===== src/rtl/opcode_scheduler_if.sv =====
`default_nettype none
// ============================================================================
//  Module      : opcode_scheduler_if
//  Description : Parser-side and CPU-side bus bundle for opcode_scheduler.
//                The master modport is the environment (parser + CPU); the
//                slave modport is the scheduler itself.
//  Revision    : 1.0  initial release
// ============================================================================
interface opcode_scheduler_if #(
    parameter int DATA   = 32,
    parameter int OPCODE = 16,
    parameter int DEPTH  = 16
);
    localparam int CW = $clog2(DEPTH) + 1;

    logic              i_p_valid;
    logic [OPCODE-1:0] i_p_opcode;
    logic [DATA-1:0]   i_p_data;
    logic              i_p_err;
    logic              i_p_eol;
    logic              o_p_stall;
    logic              o_cpu_valid;
    logic [OPCODE-1:0] o_cpu_opcode;
    logic [DATA-1:0]   o_cpu_data;
    logic              i_cpu_ready;
    logic              o_line_done;
    logic              o_line_err;
    logic [1:0]        o_err_code;
    logic [CW-1:0]     o_count;

    modport master (
        output i_p_valid, i_p_opcode, i_p_data, i_p_err, i_p_eol, i_cpu_ready,
        input  o_p_stall, o_cpu_valid, o_cpu_opcode, o_cpu_data,
               o_line_done, o_line_err, o_err_code, o_count
    );

    modport slave (
        input  i_p_valid, i_p_opcode, i_p_data, i_p_err, i_p_eol, i_cpu_ready,
        output o_p_stall, o_cpu_valid, o_cpu_opcode, o_cpu_data,
               o_line_done, o_line_err, o_err_code, o_count
    );
endinterface
`default_nettype wire


===== src/rtl/opcode_scheduler.sv =====
`default_nettype none
// ============================================================================
//  Module      : opcode_scheduler
//  Description : Line-commit FIFO between parser and CPU execute stage.
//                Entries of a line are written speculatively and only become
//                visible to the CPU once the line ends cleanly; an error or
//                overflow rolls the write pointer back to the last commit.
//  Revision    : 1.0  initial release
// ============================================================================
module opcode_scheduler #(
    parameter int DATA   = 32,
    parameter int OPCODE = 16,
    parameter int DEPTH  = 16
) (
    input  wire logic         i_clk,
    input  wire logic         i_rst,
    input  wire logic         i_en,
    opcode_scheduler_if.slave bus
);
    localparam int AW = $clog2(DEPTH);
    localparam int PW = AW + 1;
    localparam logic [PW-1:0] PTR_ONE   = PW'(1);
    localparam logic [PW-1:0] PTR_DEPTH = PW'(DEPTH);
    localparam logic [1:0]    ERR_NONE  = 2'd0;
    localparam logic [1:0]    ERR_PARSE = 2'd1;
    localparam logic [1:0]    ERR_OVF   = 2'd2;

    typedef enum logic [0:0] {
        COLLECT = 1'b0,
        DISCARD = 1'b1
    } state_t;

    logic [OPCODE-1:0] mem_opcode [DEPTH];
    logic [DATA-1:0]   mem_data   [DEPTH];

    state_t            state, state_nx;
    logic [PW-1:0]     wr_ptr, wr_ptr_nx;
    logic [PW-1:0]     cm_ptr, cm_ptr_nx;
    logic [PW-1:0]     rd_ptr;
    logic [1:0]        err_code, err_code_nx;
    logic              line_done, line_done_nx;
    logic              line_err, line_err_nx;
    logic              wr_en;
    logic              full, empty, load;
    logic              cpu_valid;
    logic [OPCODE-1:0] cpu_opcode;
    logic [DATA-1:0]   cpu_data;

    // Full/empty come from registered pointers only, so a same-cycle CPU read
    // never makes room for a write that arrives while full.
    assign full  = (wr_ptr - rd_ptr) == PTR_DEPTH;
    assign empty = (rd_ptr == cm_ptr);
    assign load  = !empty && (!cpu_valid || bus.i_cpu_ready);

    // Line collection: speculative writes, commit on eol, rollback on error/overflow.
    always_comb begin
        state_nx     = state;
        wr_ptr_nx    = wr_ptr;
        cm_ptr_nx    = cm_ptr;
        err_code_nx  = err_code;
        line_done_nx = 1'b0;
        line_err_nx  = 1'b0;
        wr_en        = 1'b0;
        case (state)
            COLLECT: begin
                if (bus.i_p_err || (bus.i_p_valid && full)) begin
                    wr_ptr_nx   = cm_ptr;
                    err_code_nx = bus.i_p_err ? ERR_PARSE : ERR_OVF;
                    // An eol in the same cycle closes the failed line at once.
                    if (bus.i_p_eol) begin
                        line_err_nx = 1'b1;
                    end else begin
                        state_nx = DISCARD;
                    end
                end else begin
                    if (bus.i_p_valid) begin
                        wr_en     = 1'b1;
                        wr_ptr_nx = wr_ptr + PTR_ONE;
                    end
                    if (bus.i_p_eol) begin
                        cm_ptr_nx    = wr_ptr_nx;
                        line_done_nx = 1'b1;
                        err_code_nx  = ERR_NONE;
                    end
                end
            end
            default: begin
                if (bus.i_p_eol) begin
                    line_err_nx = 1'b1;
                    state_nx    = COLLECT;
                end
            end
        endcase
    end

    // Collection state, pointers and error code register.
    always_ff @(posedge i_clk or posedge i_rst) begin
        if (i_rst) begin
            state    <= COLLECT;
            wr_ptr   <= '0;
            cm_ptr   <= '0;
            err_code <= ERR_NONE;
        end else if (i_en) begin
            state    <= state_nx;
            wr_ptr   <= wr_ptr_nx;
            cm_ptr   <= cm_ptr_nx;
            err_code <= err_code_nx;
        end
    end

    // Status pulses last exactly one enabled cycle.
    always_ff @(posedge i_clk or posedge i_rst) begin
        if (i_rst) begin
            line_done <= 1'b0;
            line_err  <= 1'b0;
        end else begin
            line_done <= i_en && line_done_nx;
            line_err  <= i_en && line_err_nx;
        end
    end

    // Entry storage; never reset, contents are qualified by the pointers.
    always_ff @(posedge i_clk) begin
        if (i_en && wr_en) begin
            mem_opcode[wr_ptr[AW-1:0]] <= bus.i_p_opcode;
            mem_data[wr_ptr[AW-1:0]]   <= bus.i_p_data;
        end
    end

    // Show-ahead output register: refill whenever empty or being accepted.
    always_ff @(posedge i_clk or posedge i_rst) begin
        if (i_rst) begin
            rd_ptr     <= '0;
            cpu_valid  <= 1'b0;
            cpu_opcode <= '0;
            cpu_data   <= '0;
        end else if (i_en) begin
            if (load) begin
                cpu_opcode <= mem_opcode[rd_ptr[AW-1:0]];
                cpu_data   <= mem_data[rd_ptr[AW-1:0]];
                cpu_valid  <= 1'b1;
                rd_ptr     <= rd_ptr + PTR_ONE;
            end else if (cpu_valid && bus.i_cpu_ready) begin
                cpu_valid <= 1'b0;
            end
        end
    end

    assign bus.o_p_stall    = full;
    assign bus.o_cpu_valid  = cpu_valid;
    assign bus.o_cpu_opcode = cpu_opcode;
    assign bus.o_cpu_data   = cpu_data;
    assign bus.o_line_done  = line_done;
    assign bus.o_line_err   = line_err;
    assign bus.o_err_code   = err_code;
    assign bus.o_count      = wr_ptr - rd_ptr;

endmodule
`default_nettype wire

===== src/flat_wrapper.sv =====
// flat-port wrapper written by rule: the top's interface ports become plain ports
module opcode_scheduler_flat 
#(
    parameter int DATA   = 32,
    parameter int OPCODE = 16,
    parameter int DEPTH  = 16
)
  (i_clk, i_rst, i_en, bus_i_p_valid, bus_i_p_opcode, bus_i_p_data, bus_i_p_err, bus_i_p_eol, bus_i_cpu_ready, bus_o_p_stall, bus_o_cpu_valid, bus_o_cpu_opcode, bus_o_cpu_data, bus_o_line_done, bus_o_line_err, bus_o_err_code, bus_o_count);
  opcode_scheduler_if #(.DATA(DATA), .OPCODE(OPCODE), .DEPTH(DEPTH)) bus_i ();
  input  wire logic i_clk;
  input  wire logic i_rst;
  input  wire logic i_en;
  input wire logic [$bits(bus_i.i_p_valid)-1:0] bus_i_p_valid;
  input wire logic [$bits(bus_i.i_p_opcode)-1:0] bus_i_p_opcode;
  input wire logic [$bits(bus_i.i_p_data)-1:0] bus_i_p_data;
  input wire logic [$bits(bus_i.i_p_err)-1:0] bus_i_p_err;
  input wire logic [$bits(bus_i.i_p_eol)-1:0] bus_i_p_eol;
  input wire logic [$bits(bus_i.i_cpu_ready)-1:0] bus_i_cpu_ready;
  output wire logic [$bits(bus_i.o_p_stall)-1:0] bus_o_p_stall;
  output wire logic [$bits(bus_i.o_cpu_valid)-1:0] bus_o_cpu_valid;
  output wire logic [$bits(bus_i.o_cpu_opcode)-1:0] bus_o_cpu_opcode;
  output wire logic [$bits(bus_i.o_cpu_data)-1:0] bus_o_cpu_data;
  output wire logic [$bits(bus_i.o_line_done)-1:0] bus_o_line_done;
  output wire logic [$bits(bus_i.o_line_err)-1:0] bus_o_line_err;
  output wire logic [$bits(bus_i.o_err_code)-1:0] bus_o_err_code;
  output wire logic [$bits(bus_i.o_count)-1:0] bus_o_count;
  assign bus_i.i_p_valid = bus_i_p_valid;
  assign bus_i.i_p_opcode = bus_i_p_opcode;
  assign bus_i.i_p_data = bus_i_p_data;
  assign bus_i.i_p_err = bus_i_p_err;
  assign bus_i.i_p_eol = bus_i_p_eol;
  assign bus_i.i_cpu_ready = bus_i_cpu_ready;
  assign bus_o_p_stall = bus_i.o_p_stall;
  assign bus_o_cpu_valid = bus_i.o_cpu_valid;
  assign bus_o_cpu_opcode = bus_i.o_cpu_opcode;
  assign bus_o_cpu_data = bus_i.o_cpu_data;
  assign bus_o_line_done = bus_i.o_line_done;
  assign bus_o_line_err = bus_i.o_line_err;
  assign bus_o_err_code = bus_i.o_err_code;
  assign bus_o_count = bus_i.o_count;
  opcode_scheduler #(.DATA(DATA), .OPCODE(OPCODE), .DEPTH(DEPTH)) u_core (.i_clk(i_clk), .i_rst(i_rst), .i_en(i_en), .bus(bus_i));
endmodule

===== config.mk =====
export PLATFORM = sky130hd
export DESIGN_NAME = opcode_scheduler_flat
export DESIGN_NICKNAME = d
export VERILOG_FILES = /design/src/rtl/opcode_scheduler_if.sv /design/src/rtl/opcode_scheduler.sv /design/src/flat_wrapper.sv
export SDC_FILE = /design/constraint.sdc
export NUM_CORES = 1
export LEC_CHECK = 0
export CAP_MARGIN = 10
export CORE_MARGIN = 3
export CORE_UTILIZATION = 52
export CTS_CLUSTER_SIZE = 25
export DETAILED_ROUTE_END_ITERATION = 16
export DONT_BUFFER_PORTS = 1
export GPL_TIMING_DRIVEN = 0
export HOLD_SLACK_MARGIN = 0.05
export PLACE_DENSITY = 0.72
export SKIP_CTS_REPAIR_TIMING = 1
export SYNTH_ARGS = -nofsm -noshare
export SYNTH_HDL_FRONTEND = slang
export SYNTH_SLANG_ARGS = --single-unit

===== constraint.sdc =====
create_clock -name i_clk -period 8.15 [get_ports i_clk]
set_clock_uncertainty 0.2 [all_clocks]
set_input_delay 1.2225 -clock i_clk [delete_from_list [all_inputs] [get_ports i_clk]]
set_output_delay 1.2225 -clock i_clk [all_outputs]
set_load 0.005 [all_outputs]

==> results of run 1 <==
## flip-flops by register name, summed over array words and instances, names as in the netlist, 2 cells and up
register	flops
u_core.bus.o_cpu_data	32
u_core.bus.o_cpu_opcode	16
u_core.mem_data	512
u_core.cm_ptr	5
u_core.bus.o_err_code	2
u_core.mem_opcode	256
u_core.rd_ptr	5
u_core.wr_ptr	5
## worst max-delay path, stage by stage (launching register included)
cell and delay [ps]:
dfrtp_1 320, buf_2 310, clkbuf_1 580, clkbuf_1 570, inv_1 110, ha_1 370, and3b_1 210, or3_4 390
a2111oi_4 470, and2_4 270, buf_6 160
## layer usage
layer	part of all wire [%]	wire (um)	track usage (%)	vias up
li1	-	-	-	5882
met3	9.8	7061	5.711	131
met5	0	0	0	-
met2	49	35460	36.70	737
met1	38	27490	31.17	7889
met4	2.4	1751	7.225	0
## cell usage in the layout, fill, tap and decap left out, drive strengths merged, types with 2 or more instances in the layout
cell type  netlist  routed
o21ai           13      13
o211ai           2       2
nor2             7       7
a31oi            3       3
nand2b           2       2
edfxtp         768     768
nor3b            4       4
nand4            4       4
inv             11      14
nand3            2       2
xnor2            9       9
nor3             6       6
clkinv           1      40
and3b            4       4
a21oi            5       5
mux4           240     240
nand2           13      13
clkbuf          33     134
bufinv           0       4
mux2i            2       2
mux2            50      50
a2bb2oi          2       2
buf             33      62
xor2             5       5
clkinvlp         0       2
ha               9       9
and2             5       5
or3              2       2
dfrtp           69      69
and3            10      10
a21o             2       2
o31ai            2       2
## how the worst min path moves through the flow
stage | slack [ps] | end | from
after floorplan | 300 | u_core.bus.o_err_code[0] | u_core.bus.o_err_code[0]
after global placement | 320 | u_core.bus.o_cpu_valid | u_core.bus.o_cpu_valid
after detailed placement | 320 | u_core.bus.o_cpu_valid | u_core.bus.o_cpu_valid
after CTS | 220 | u_core.bus.o_cpu_data[27] | i_rst
after global routing | 240 | u_core.bus.o_cpu_data[20] | i_rst
final | 240 | u_core.bus.o_cpu_data[27] | i_rst
## cell type report
type,count,area (um2)
multi-input cells,412,6949
well taps,782,978.4
flip-flops and latches,837,24790
fillers,4052,24510
clock buffers,101,2197
clock inverters,48,336.6
inverters,12,47.55
plain buffers,66,361.6
repair buffers,29,529.3
## power by group
part	switching (mW)	internal (mW)	total [mW]	leakage [nW]
clock network	1.56	2.04	3.60	1.25
logic	1.56	1.61	3.18	2.55
registers	0.195	4.93	5.13	7.72
total	3.32	8.59	11.9	11.5
## cells by family after synthesis
logic type	count (synthesis)	share of synthesized area [%]
DFF	837	77.28
AOI/OAI and AO/OA	35	0.8192
and+or+nand+nor	61	1.143
xor gates and xnor gates	14	0.3823
buffers and inverters	78	1.268
adders and majority gates	10	0.4135
muxes	292	18.69
==> results.json, run 1 <==
{
  "status": "finished, final reports clean",
  "cp.arrival_ps": 4380,
  "route.vias.total": 14639,
  "leakagePower_nw": 11.52,
  "dp_cells": 2137,
  "wirelength_um": 71760,
  "antenna_cells": 0,
  "drtPass1Iterations": 5,
  "grt_pass1_vias": 15184,
  "fp.dieH_um": 254.4,
  "dieArea_um2": 64700,
  "hold_viol": 0,
  "rr_worst_depth": 14,
  "place_ws_ps": 2800,
  "fin_ws_ps": 2347,
  "crit_required_ps": 6730,
  "core_area_um2": 60700,
  "synthFlopType": "edfxtp_1",
  "grt_pass1_wl_um": 104400,
  "path_clk_slew_ps": 60,
  "drive_above_1_share_pct": 32.49,
  "finalNonFillerCells": 2287,
  "critPathLaunchType": "flip-flop",
  "synth-warning-count": 0,
  "endpoint": "bus_o_p_stall",
  "timing.rr.end": "u_core.mem_data[11][12]",
  "cts_root_buf": "clkbuf_16",
  "r2r_start": "u_core.rd_ptr[2]",
  "netlist_area_um2": 32080,
  "htreeDepth": 3,
  "ys_types": 50,
  "syn-num-nets": 1392,
  "fmax_mhz": 172.3,
  "clock_latency_ps": 610,
  "syn-mean-instance-area_um2": 24.17,
  "antenna_left": 0,
  "layout_worst_path_cycle_share_pct": 71.20,
  "max_cap_viol_count": 0,
  "viasPerCell": 6.401,
  "synth_top_cell_area_share_pct": 71.90,
  "design_area_um2": 36190,
  "gp_congestion": 0.7903,
  "drc_errors": 0,
  "antenna_found_initial": 0,
  "dp_hpwl_um": 40640,
  "endpoint_kind": "output port",
  "clk_path_buf_depth": 3,
  "cts_sinks": 837,
  "utilization_pct": 59.62,
  "power_density_nw_per_um2": 329.1,
  "slew_viol_final": 0,
  "ys_seq_area_share_pct": 77.28,
  "cp_max_fo": 10,
  "synth_edf_count": 768,
  "ff2ff_setup_slack_ps": 2800,
  "ios": 114,
  "die_w_um": 254.4,
  "grt-ovfl-total": 0,
  "synth.largest_area_cell": "edfxtp_1",
  "worst-setup-path-type": "flip-flop to output port",
  "numPortBuffers": 0,
  "irDropWorstVdd_uv": 172.9,
  "areaGrowthSynthToFinish_pct": 12.82,
  "grt_usage_pct": 22.77,
  "cts_buffers": 82,
  "initial_core_util_pct": 52.85,
  "row_count": 90,
  "synth_common_cells": "edfxtp_1 (768), mux4_2 (240), dfrtp_1 (69)",
  "finalPower_mw": 11.91,
  "timing.hold.ws_ps": 236.8,
  "synth_cells": 1327,
  "setup_viol": 0,
  "grt_start_max_net_pins": 55,
  "rsz0062_at_grt": "false",
  "layout_min_cycle_time_ps": 5803,
  "wl_per_cell_um": 31.38,
  "worst_pin_slew_ps": 1145,
  "yosys-top-cells-area": "edfxtp_1 (72%), mux4_2 (17%), dfrtp_1 (5.4%)",
  "nNetsFinal": 1505,
  "yosysMostFrequentCell": "edfxtp_1",
  "drt_iter0_markers": 1747,
  "tns_ps": 0,
  "crit_start": "u_core.rd_ptr[2]",
  "slew-limit-headroom_pct": 23.66,
  "cts_tree": "done",
  "postSynth.asyncResetShare_pct": 8.244,
  "ys_ff_latch": 837,
  "placed_area_um2": 33640,
  "hold_path_class": "input pin to asynchronous set/reset pin"
}
Note: power is estimated with default switching activity, not from simulation.
==> run 2: changes to the inputs <==
clock period = 5.8 ns   (was 8.15 ns; I/O delays follow)
==> run 2 against run 1 <==
  * Sequential share of layout area shrank 0.27 points
  * Die area is the same
  * Worst setup slack lost 2100 ps
  * Routed wire length shrank 2.0%
  * Register-to-register slack lost 2500 ps
  * Combinational power grew 40%
  * Largest power group unchanged
==> results.json, run 2 (synthesized netlist as in run 1, its figures left out) <==
{
  "final_common_cell": "edfxtp_1",
  "crit_required_ps": 4730,
  "grt_pass1_vias": 15009,
  "ios": 114,
  "largest_reg_flops": 512,
  "antenna_cells": 0,
  "r2r_start": "u_core.rd_ptr[2]",
  "initial_core_util_pct": 52.85,
  "clk_path_buf_depth": 3,
  "worst_pin_slew_ps": 1134,
  "crit_start": "u_core.rd_ptr[2]",
  "route.vias.total": 14479,
  "fp.dieH_um": 254.4,
  "path_clk_slew_ps": 60,
  "drt_iter0_markers": 1496,
  "layout_worst_path_cycle_share_pct": 95.38,
  "cts_buffers": 81,
  "endpoint_kind": "output port",
  "layout_common_cells": "edfxtp_1 (768), mux4_2 (240), clkbuf_16 (83)",
  "antenna_found_initial": 0,
  "layout_min_cycle_time_ps": 5532,
  "dieArea_um2": 64700,
  "irDropWorstVdd_uv": 213.6,
  "viasPerCell": 6.339,
  "max_cap_viol_count": 0,
  "fmax_mhz": 180.8,
  "place_ws_ps": 275.2,
  "grt-ovfl-total": 0,
  "gp_congestion": 0.7995,
  "slew_viol_final": 0,
  "drive_above_1_share_pct": 32.76,
  "wl_per_cell_um": 30.78,
  "die_w_um": 254.4,
  "cp.arrival_ps": 4460,
  "cp_max_fo": 10,
  "slew-limit-headroom_pct": 24.37,
  "core_area_um2": 60700,
  "hold_viol": 0,
  "htreeDepth": 3,
  "hold_path_class": "input pin to flip-flop",
  "leakagePower_nw": 11.57,
  "cts_sinks": 837,
  "row_count": 90,
  "antenna_left": 0,
  "critPathLaunchType": "flip-flop",
  "drc_errors": 0,
  "worst-setup-path-type": "flip-flop to output port",
  "drtPass1Iterations": 5,
  "cts_root_buf": "clkbuf_16",
  "cts_tree": "done",
  "wirelength_um": 70310,
  "grt_usage_pct": 22.38,
  "setup_viol": 0,
  "status": "finished, final reports clean",
  "rsz0062_at_grt": "false",
  "timing.rr.end": "u_core.mem_data[3][3]",
  "rr_worst_depth": 14,
  "fin_ws_ps": 268.2,
  "nNetsFinal": 1501,
  "grt_pass1_wl_um": 102400,
  "endpoint": "bus_o_p_stall",
  "ff2ff_setup_slack_ps": 270,
  "areaGrowthSynthToFinish_pct": 13.27,
  "power_density_nw_per_um2": 465.4,
  "clock_latency_ps": 620,
  "numPortBuffers": 0,
  "dp_hpwl_um": 40270,
  "tns_ps": 0,
  "grt_start_max_net_pins": 56
}
## run 2: cell types whose count changed in the layout (fill, tap and decap cells not counted), moves of 4 or more
cell,previous run,this run
buf_6,19,8
clkbuf_1,48,56
clkbuf_8,1,9
clkinv_1,20,5
clkinv_2,19,14
clkinvlp_4,2,6
## run 2: worst min path at each step
stage,from,endpoint,slack (ps),cells after the start
floorplan,u_core.bus.o_err_code[0],u_core.bus.o_err_code[0],300,2
global placement,u_core.bus.o_cpu_valid,u_core.bus.o_cpu_valid,320,1
detailed placement,u_core.bus.o_cpu_valid,u_core.bus.o_cpu_valid,330,1
CTS,i_rst,u_core.bus.o_cpu_data[26],-140,1
global route,bus_i_p_data[29],u_core.mem_data[6][29],120,0
finish,bus_i_p_data[30],u_core.mem_data[10][30],140,0
## run 2: power breakdown
part | leakage (nW) | total [mW] | internal (mW) | switching, mW
Clock | 1.29 | 5.25 | 3.07 | 2.18
Combinational | 2.56 | 4.46 | 2.26 | 2.19
Sequential | 7.72 | 7.20 | 6.93 | 0.274
Total | 11.6 | 16.9 | 12.3 | 4.65
## run 2: critical path, stage by stage (launching register included)
cell,delay (ps)
dfrtp_1,310
buf_2,290
clkbuf_1,590
clkbuf_1,620
inv_1,130
ha_1,390
and3b_1,220
or3_4,390
a2111oi_4,470
and2_4,260
buf_6,160
## run 2: per-stage QoR
| stage | utilization [%] | power [mW] | instance area (um2) | cells | hold WS [ps] |
|---|---|---|---|---|---|
| detailed placement | 55.45 | 11.84 | 33650 | 2132 | 327.1 |
| CTS | 59.82 | 17.06 | 36310 | 2281 | -143.4 |
| finish | 59.86 | 16.91 | 36330 | 2284 | 140.8 |
| global placement | 54.48 | 11.72 | 33060 | 2109 | 320.4 |
| global route | 59.86 | 17.53 | 36330 | 2284 | 116.2 |
| floorplan | - | 10.52 | 32090 | 1327 | 295.9 |
## run 2: layout make-up
cell class / count / area, um2
clock buffers: 115 / 2287
well taps: 782 / 978.4
inverters: 12 / 47.55
multi-input cells: 412 / 6962
flip-flops and latches: 837 / 24790
clock inverters: 34 / 366.6
repair buffers: 26 / 540.5
plain buffers: 66 / 361.6
fillers: 4038 / 24360
## run 2: per-layer routing
metal | vias up | GRT usage (%) | share of wire, %
met2 | 722 | 35.29 | 49
met1 | 7780 | 30.70 | 39
li1 | 5866 | - | -
met4 | 0 | 6.438 | 2.2
met3 | 111 | 6.975 | 10
met5 | - | 0 | 0
